`src/rtl/sync_frame_pkg.sv`:
```
// Shared definitions for the sync-framed serial link, used by the transmitter and the matching receiver.
package sync_frame_pkg;

    typedef enum logic [1:0] {
        ST_IDLE = 2'd0,
        ST_SYNC = 2'd1,
        ST_DATA = 2'd2,
        ST_GAP  = 2'd3
    } state_t;

    localparam int                    SYNC_W_DEF = 4;
    localparam logic [SYNC_W_DEF-1:0] SYNC_DEF   = 4'b1010;

    function automatic int max3(input int a, input int b, input int c);
        int m;
        m = (a > b) ? a : b;
        m = (m > c) ? m : c;
        return m;
    endfunction

endpackage

```
`src/rtl/piso_shift_reg.sv`:
```
// Parallel-in serial-out shift register: parallel load, shift left, MSB presented first.
module piso_shift_reg #(
    parameter int W = 8
) (
    input  logic         clk,
    input  logic         rst,
    input  logic         load,
    input  logic         shift_en,
    input  logic [W-1:0] din,
    output logic         msb,
    output logic         next_msb
);

    logic [W-1:0] sr_d;
    logic [W-1:0] sr_q;

    // Next shift-register contents; load has priority over shift.
    always_comb begin
        sr_d = sr_q;
        if (load) begin
            sr_d = din;
        end else if (shift_en) begin
            sr_d = sr_q << 1;
        end else begin
            sr_d = sr_q;
        end
    end

    // Shift-register state.
    always_ff @(posedge clk or posedge rst) begin
        if (rst) begin
            sr_q <= '0;
        end else begin
            sr_q <= sr_d;
        end
    end

    assign msb = sr_q[W-1];

    // The bit that becomes the MSB after the next shift.
    generate
        if (W > 1) begin : g_wide
            assign next_msb = sr_q[W-2];
        end else begin : g_single
            assign next_msb = 1'b0;
        end
    endgenerate

endmodule

```
`src/rtl/sync_frame_tx.sv`:
```
// Serial frame transmitter: SYNC word, payload MSB-first, then an idle gap on a registered line.
module sync_frame_tx
    import sync_frame_pkg::*;
#(
    parameter int                DATA_W   = 8,
    parameter int                SYNC_W   = SYNC_W_DEF,
    parameter logic [SYNC_W-1:0] SYNC     = SYNC_DEF,
    parameter int                GAP      = 2,
    parameter logic              IDLE_BIT = 1'b0
) (
    input  logic              clk,
    input  logic              rst,
    input  logic              start,
    input  logic [DATA_W-1:0] data_in,
    output logic              ready,
    output logic              o,
    output logic              busy,
    output logic              frame_done
);

    localparam int CNT_W = $clog2(max3(SYNC_W, DATA_W, GAP) + 1);
    localparam logic [CNT_W-1:0] CNT_ONE   = CNT_W'(1);
    localparam logic [CNT_W-1:0] SYNC_LAST = CNT_W'(SYNC_W - 1);
    localparam logic [CNT_W-1:0] DATA_LAST = CNT_W'(DATA_W - 1);
    localparam logic [CNT_W-1:0] GAP_LAST  = CNT_W'((GAP > 0) ? GAP - 1 : 0);

    state_t            state_d, state_q;
    logic [CNT_W-1:0]  cnt_d, cnt_q;
    logic              o_d, o_q;
    logic              ready_d, ready_q;
    logic              busy_d, busy_q;
    logic              frame_done_d, frame_done_q;
    logic              load_s, shift_s;
    logic              sr_msb_s, sr_next_msb_s;
    logic [SYNC_W-1:0] sync_sh_s;

    piso_shift_reg #(.W(DATA_W)) u_piso (
        .clk      (clk),
        .rst      (rst),
        .load     (load_s),
        .shift_en (shift_s),
        .din      (data_in),
        .msb      (sr_msb_s),
        .next_msb (sr_next_msb_s)
    );

    // Next state and down-counter; each phase ends when the counter reaches zero.
    always_comb begin
        state_d      = state_q;
        cnt_d        = cnt_q;
        load_s       = 1'b0;
        shift_s      = 1'b0;
        frame_done_d = 1'b0;
        case (state_q)
            ST_IDLE: begin
                if (start) begin
                    state_d = ST_SYNC;
                    cnt_d   = SYNC_LAST;
                    load_s  = 1'b1;
                end else begin
                    state_d = ST_IDLE;
                    cnt_d   = '0;
                end
            end
            ST_SYNC: begin
                if (cnt_q == '0) begin
                    state_d = ST_DATA;
                    cnt_d   = DATA_LAST;
                end else begin
                    cnt_d   = cnt_q - CNT_ONE;
                end
            end
            ST_DATA: begin
                shift_s = 1'b1;
                if (cnt_q == '0) begin
                    frame_done_d = 1'b1;
                    if (GAP > 0) begin
                        state_d = ST_GAP;
                        cnt_d   = GAP_LAST;
                    end else begin
                        state_d = ST_IDLE;
                        cnt_d   = '0;
                    end
                end else begin
                    cnt_d = cnt_q - CNT_ONE;
                end
            end
            ST_GAP: begin
                if (cnt_q == '0) begin
                    state_d = ST_IDLE;
                    cnt_d   = '0;
                end else begin
                    cnt_d   = cnt_q - CNT_ONE;
                end
            end
            default: begin
                state_d = ST_IDLE;
                cnt_d   = '0;
            end
        endcase
    end

    // The counter indexes the SYNC bit directly: SYNC_W-1 down to 0 gives MSB-first order.
    assign sync_sh_s = SYNC >> cnt_d;

    // Line level and status for the coming cycle, decoded from the next state.
    always_comb begin
        o_d = IDLE_BIT;
        case (state_d)
            ST_SYNC: begin
                o_d = sync_sh_s[0];
            end
            ST_DATA: begin
                if (state_q == ST_DATA) begin
                    o_d = sr_next_msb_s;
                end else begin
                    o_d = sr_msb_s;
                end
            end
            default: begin
                o_d = IDLE_BIT;
            end
        endcase
        ready_d = (state_d == ST_IDLE);
        busy_d  = (state_d != ST_IDLE);
    end

    // State, counter and registered outputs.
    always_ff @(posedge clk or posedge rst) begin
        if (rst) begin
            state_q      <= ST_IDLE;
            cnt_q        <= '0;
            o_q          <= IDLE_BIT;
            ready_q      <= 1'b1;
            busy_q       <= 1'b0;
            frame_done_q <= 1'b0;
        end else begin
            state_q      <= state_d;
            cnt_q        <= cnt_d;
            o_q          <= o_d;
            ready_q      <= ready_d;
            busy_q       <= busy_d;
            frame_done_q <= frame_done_d;
        end
    end

    assign o          = o_q;
    assign ready      = ready_q;
    assign busy       = busy_q;
    assign frame_done = frame_done_q;

endmodule

```
`config.mk`:
```
export PLATFORM = sky130hd
export DESIGN_NAME = sync_frame_tx
export DESIGN_NICKNAME = d
export VERILOG_FILES = /design/src/rtl/sync_frame_pkg.sv /design/src/rtl/piso_shift_reg.sv /design/src/rtl/sync_frame_tx.sv
export SDC_FILE = /design/constraint.sdc
export NUM_CORES = 1
export LEC_CHECK = 0
export CAP_MARGIN = 0
export CORE_ASPECT_RATIO = 0.9
export CORE_MARGIN = 2
export CORE_UTILIZATION = 45
export CTS_CLUSTER_DIAMETER = 60
export DETAILED_ROUTE_END_ITERATION = 7
export PLACE_DENSITY = 0.69
export SYNTH_ARGS = -nofsm -noshare
export SYNTH_HDL_FRONTEND = slang
export SYNTH_SLANG_ARGS = --single-unit
```
`constraint.sdc`:
```
create_clock -name clk -period 2.1 [get_ports clk]
set_input_delay 0.63 -clock clk [delete_from_list [all_inputs] [get_ports clk]]
set_output_delay 0.63 -clock clk [all_outputs]
set_load 0.02 [all_outputs]
```
# --- After elaboration in Yosys (flattened, before gate mapping) ---
# Index checks and enable logic that the tools add are counted.
op_classes:
  addsub: 1
  n_mul: 0
  div: 0
  order_cmp: 0
  n_eq_ne: 5
  shifts: 1
  n_mux: 19
  bitwise_logic: 0
  reduce_logical: 5
ops:
  columns: ["cell", "count"]
  rows:
  - ["$mux W8", 2]
  - ["$pmux W4 S4", 1]
  - ["$mux W4", 3]
  - ["$mux W2", 4]
  - ["$pmux W2 S4", 1]
  - ["$mux W1", 7]
  - ["$eq A2 B2 Y1 const B", 3]
  - ["$eq A2 B1 Y1 const B", 2]
  - ["$logic_not A2 Y1", 2]
  - ["$logic_not A4 Y1", 1]
  - ["$reduce_bool A2 Y1", 2]
  - ["$shr A4 B4 Y1 const A", 1]
  - ["$sub A4 B1 Y4 const B", 1]
  - ["$pmux W1 S2", 1]
totals:
  ff_bits: 18
  latchBits: 0
  mem_bits_rw: 0
  romBits: 0
  in_bits: 11
  out_inout_bits: 4
  elab_cells: 38
  memories: 0

# --- Logic depth before layout (Yosys ltp) ---
logic_depth:
  ltp_word: 5
  ltp_mapped: 9

# --- Modules after synthesis ---
# From an unflattened synthesis, not the netlist that was laid out.
unflattened:
  cells_unflattened: 84
  hier_area_um2: 907.1
by_module_without_submodules:
  columns: ["module", "n_inst", "cells_per_inst", "area_each_um2", "seq_area_each_um2"]
  rows:
  - ["sync_frame_tx", 1, 49, 534.3, 251.5]
  - ["piso_shift_reg", 1, 35, 372.9, 200.2]

# --- Least setup slack after synthesis ---
# No wires, ideal clock.
synth_timing:
  path_kind: "register to register"
  from: "reg cnt_q[0]"
  to: "reg o_q (netlist: o)"
  arrival_time_ns: 1.616
  required_time_ns: 1.978
  slack_ns: 0.362
  stages_incl_launch_ff: 8
  n_path_buf: 0
  path_cell_list: "dfrtp_1 -> inv_1 -> ha_1 -> nor3b_2 -> nand2_1 -> xor2_1 -> ha_1 -> a21boi_1"
synth_between:
  elab_chain_cells: 5
synth_rtl:
  columns: ["element", "line_no", "rtl"]
  rows:
  - ["start: declaration", "sync_frame_tx.sv:28", "logic [CNT_W-1:0] cnt_d, cnt_q;"]
  - ["start signal: assignment", "sync_frame_tx.sv:139", "cnt_q <= cnt_d;"]
  - ["$sub A4 B1 Y4 / $logic_not A4 Y1 (equally long branches)", null, null]
  - ["$mux W4 (tied with other cells)", "sync_frame_tx.sv:89", "if (cnt_q == '0) begin"]
  - ["$pmux W4 S4 / $pmux W2 S4 (equally long branches)", "sync_frame_tx.sv:54", "case (state_q)"]
  - ["$shr A4 B4 Y1 (tied with other cells)", "sync_frame_tx.sv:104", "assign sync_sh_s = SYNC >> cnt_d;"]
  - ["$pmux W1 S2 (*)", "sync_frame_tx.sv:109", "case (state_d)"]
  - ["net o_d", "sync_frame_tx.sv:29", "logic o_d, o_q;"]
  - ["end signal: assignment", "sync_frame_tx.sv:133", "o_q <= IDLE_BIT;"]
  - ["end signal: assignment", "sync_frame_tx.sv:140", "o_q <= o_d;"]
  - ["end: declaration", "sync_frame_tx.sv:29", null]
# The timed path passes the listed nets; every way through them passes the cells marked *.
# A chain may end at the register's enable or synchronous reset.

# --- Worst setup path in the final report ---
layout_timing:
  from: "reg ready_q (netlist: ready)"
  to: "out ready"
layout_rtl:
  columns: ["element", "line_no", "rtl"]
  rows:
  - ["start: declaration", "sync_frame_tx.sv:30", "logic ready_d, ready_q;"]
  - ["start signal: assignment", "sync_frame_tx.sv:141", "ready_q <= ready_d;"]
  - ["end: declaration", "sync_frame_tx.sv:15", "output logic ready,"]
# No word-level cell between the ends.

==> flow_metrics.py <==
metrics = {
    "sta": {
        "final.setup_skew_ps": 11.2,
        "setup-violations-final": 0,
        "final.min_clock_period_ps": 2040,
        "fin_hold_ws_ps": 490,
        "fmax_ghz": 0.491,
        "relSlewSlack_pct": 70.4,
        "final-hold-violation-count": 0,
        "worstMarginPinSlew_ps": 445,
        "rsz0062_at_grt": "no",
        "slew_violations": 0,
        "timing.final.crit_share_pct": 97.0,
    },
    "global_routing": {
        "grt_max_degree": 19,
        "grt_use_total_pct": 16.6,
        "grt_pass1_wl_um": 2870,
        "grt-ovfl-total": 0,
        "antenna_found_initial": 0,
        "grt_pass1_vias": 693,
    },
    "hold_path": {
        "min_path_type": "reg2reg",
        "min_path_cells": 2,
    },
    "placed_design": {
        "place_inst": 131,
        "placed_cell_area_mm2": 0.00112,
        "place_hpwl_um": 1250,
        "portBuffers": 14,
        "gp_congestion": 0.711,
    },
    "yosys": {
        "synth_top_family_by_area": "compound AO/OA/AOI/OAI gates",
        "synth_most_common_cell": "dfrtp_1",
        "yosysTopAreaCell": "dfrtp_1",
        "synth.distinct_cells": 32,
        "synth-main-ff-cell": "dfrtp_1",
        "ys.warnings.count": 0,
        "yosys.area_share.simple_pct": 17.3,
        "synth-adder-area-share_pct": 5.39,
        "ys_top_cells_by_area": "dfrtp_1 (46%), a22oi_1 (5.7%), ha_1 (5.4%), o21ai_1 (4.9%), nor2b_1 (4.7%)",
        "synthArstFlopShare_pct": 100,
        "yosys-top-cells-count": "dfrtp_1 (17), o21ai_1 (9), a22oi_1 (7), nand2_1 (7), nor2b_1 (7)",
        "synth_fp_nets": 105,
        "synth_edf_count": 0,
        "synth_compound_area_share_pct": 20.4,
        "syn_area_um2": 928,
        "syn_avg_cell_area_um2": 10.3,
        "synth_top_cell_area_share_pct": 45.8,
        "synthMuxAreaShare_pct": 2.29,
        "synth_seq_cells": 18,
        "ys_seq_area_share_pct": 48.7,
        "synth_xor_area_share_pct": 0.943,
        "synth_cells": 90,
    },
    "clock_network": {
        "cts_tree": "done",
        "cts_buffers": 3,
        "htreeDepth": 1,
        "clkSinkCount": 18,
        "clockBufferDepth": 2,
        "ctsHoldBuffers": 0,
        "cts-root-buf": "clkbuf_4",
        "clkLatencyLatePin_ps": 300,
        "clk_transition_reported_paths_ps": 90,
    },
    "power_and_ir_drop": {
        "power.share.clock_pct": 13.0,
        "pwr-share-seq_pct": 38.9,
        "p_sw_uw": 620,
        "ir_drop_mv": 0.765,
        "powerDensity_mw_per_mm2": 1400,
        "p_sw_share_pct": 37.9,
        "combPwrFrac_pct": 48.1,
        "internal-power_uw": 1010,
        "leakagePower_uw": 0.000516,
    },
    "die": {
        "die_area_mm2": 0.00244,
        "core_area_mm2": 0.00193,
        "placementRows": 15,
        "chipWidth_um": 51.9,
        "die_height_um": 47.1,
        "io_pins": 15,
        "start_util_pct": 48.0,
    },
    "worst_setup_path": {
        "crit_cells": 1,
        "critical_path_required_ps": 1470,
        "cp_slowest_cell": "clkdlybuf4s50_1",
        "crit_type": "reg2out",
        "endpoint_kind": "primary output",
        "cp_cell_sequence": "clkdlybuf4s50_1",
        "crit_family": "buffers and inverters",
        "r2r_cells": 7,
        "worst-path-buf-inv": 1,
        "start_kind": "flop",
        "critPathMaxStageDelay_ps": 600,
        "crit_fanout": 1,
        "worstPathArrival_ps": 1410,
    },
    "finish": {
        "final_area_mm2": 0.00117,
        "area_growth_pct": 26.0,
        "nNetsFinal": 127,
        "utilization_pct": 60.5,
        "n_antenna_cell": 0,
        "final_cells": 136,
        "drive_gt1_share_pct": 16.2,
    },
    "drt": {
        "drc_errors": 0,
        "viasPerCell": 5.26,
        "vias": 715,
        "drt-pass1-iter-count": 4,
        "drtAntennaViolNets": 0,
        "drt_iter0_drc": 18,
        "routedWlPerCell_um": 12.6,
        "wirelength_um": 1710,
    },
    "flow_run": {
        "cap_violations": 0,
    },
    "run_status": {
        "status": "completed",
    },
}
[power by group through the flow]
stage          clock, uW  sequential (uW)  combinational [uW]
2_1_floorplan          0              616                 581
3_3_place_gp           0              630                 754
3_5_place_dp           0              637                 773
4_1_cts              220              628                 779
5_1_grt              235              656                 894
6_report             212              637                 786
[worst paths after layout]
check                                           start                    endpoint  slack [ps]
max                                   ready$_DFF_PP1_                       ready          60
min                        u_piso.sr_q[7]$_DFFE_PP0P_  u_piso.sr_q[7]$_DFFE_PP0P_         490
max reg2reg                        cnt_q[0]$_DFF_PP0_                 o$_DFF_PP0_         190
min reg2reg                u_piso.sr_q[7]$_DFFE_PP0P_  u_piso.sr_q[7]$_DFFE_PP0P_         490
max in group asynchronous                         rst             ready$_DFF_PP1_        1200
min in group asynchronous                         rst          cnt_q[3]$_DFF_PP0_         630
[cell usage in the layout (no fill, tap or decap), types with 5 or more instances in the layout]
cell type,count
o21ai_1,9
nor2b_1,7
buf_4,7
inv_1,5
nand2_1,7
clkdlybuf4s50_1,14
a22oi_1,7
dfrtp_1,17
[cell families after synthesis]
kind of cell / Yosys count
and+or+nand+nor: 27
AOI/OAI and AO/OA: 28
adders and majority gates: 4
DFF: 18
xor gates and xnor gates: 1
muxes: 2
buffers and inverters: 10
[registers in the layout (all words and copies together) (netlist names)]
register,cells
ready,1
cnt_q,4
o,1
u_piso.sr_q,8
state_q,2
busy,1
frame_done,1
[metrics by stage]
| step | setup WS (ps) | power [uW] | setup TNS [ps] |
|---|---|---|---|
| after detailed placement | -33.2 | 1410 | -33.2 |
| after CTS | 45.0 | 1630 | 0 |
| after global routing | 12.7 | 1780 | 0 |
| after floorplan | 362 | 1200 | 0 |
| final | 62.6 | 1630 | 0 |
| after global placement | 1.23 | 1380 | 0 |
[final cells by class]
cell class / instances / area (um^2)
Clock buffer: 4 / 36.3
Fill cell: 170 / 763
Inverter: 6 / 22.5
Multi-Input combinational cell: 62 / 435
Sequential cell: 18 / 452
Tap cell: 25 / 31.3
Timing Repair Buffer: 21 / 193
[routing by layer]
layer	vias up	track usage, %	routed length, um
met2	18	27.3	792
li1	355	-	-
met5	-	0	0
met1	337	18.9	786
met3	5	7.01	104
met4	0	7.89	26
[what timing repair did]
item | in CTS | in global routing
setup endpoints to repair | 0 | 1
buffers inserted | 0 | 1
resized for setup | 0 | 1
Power figures use the tool's default switching activity.
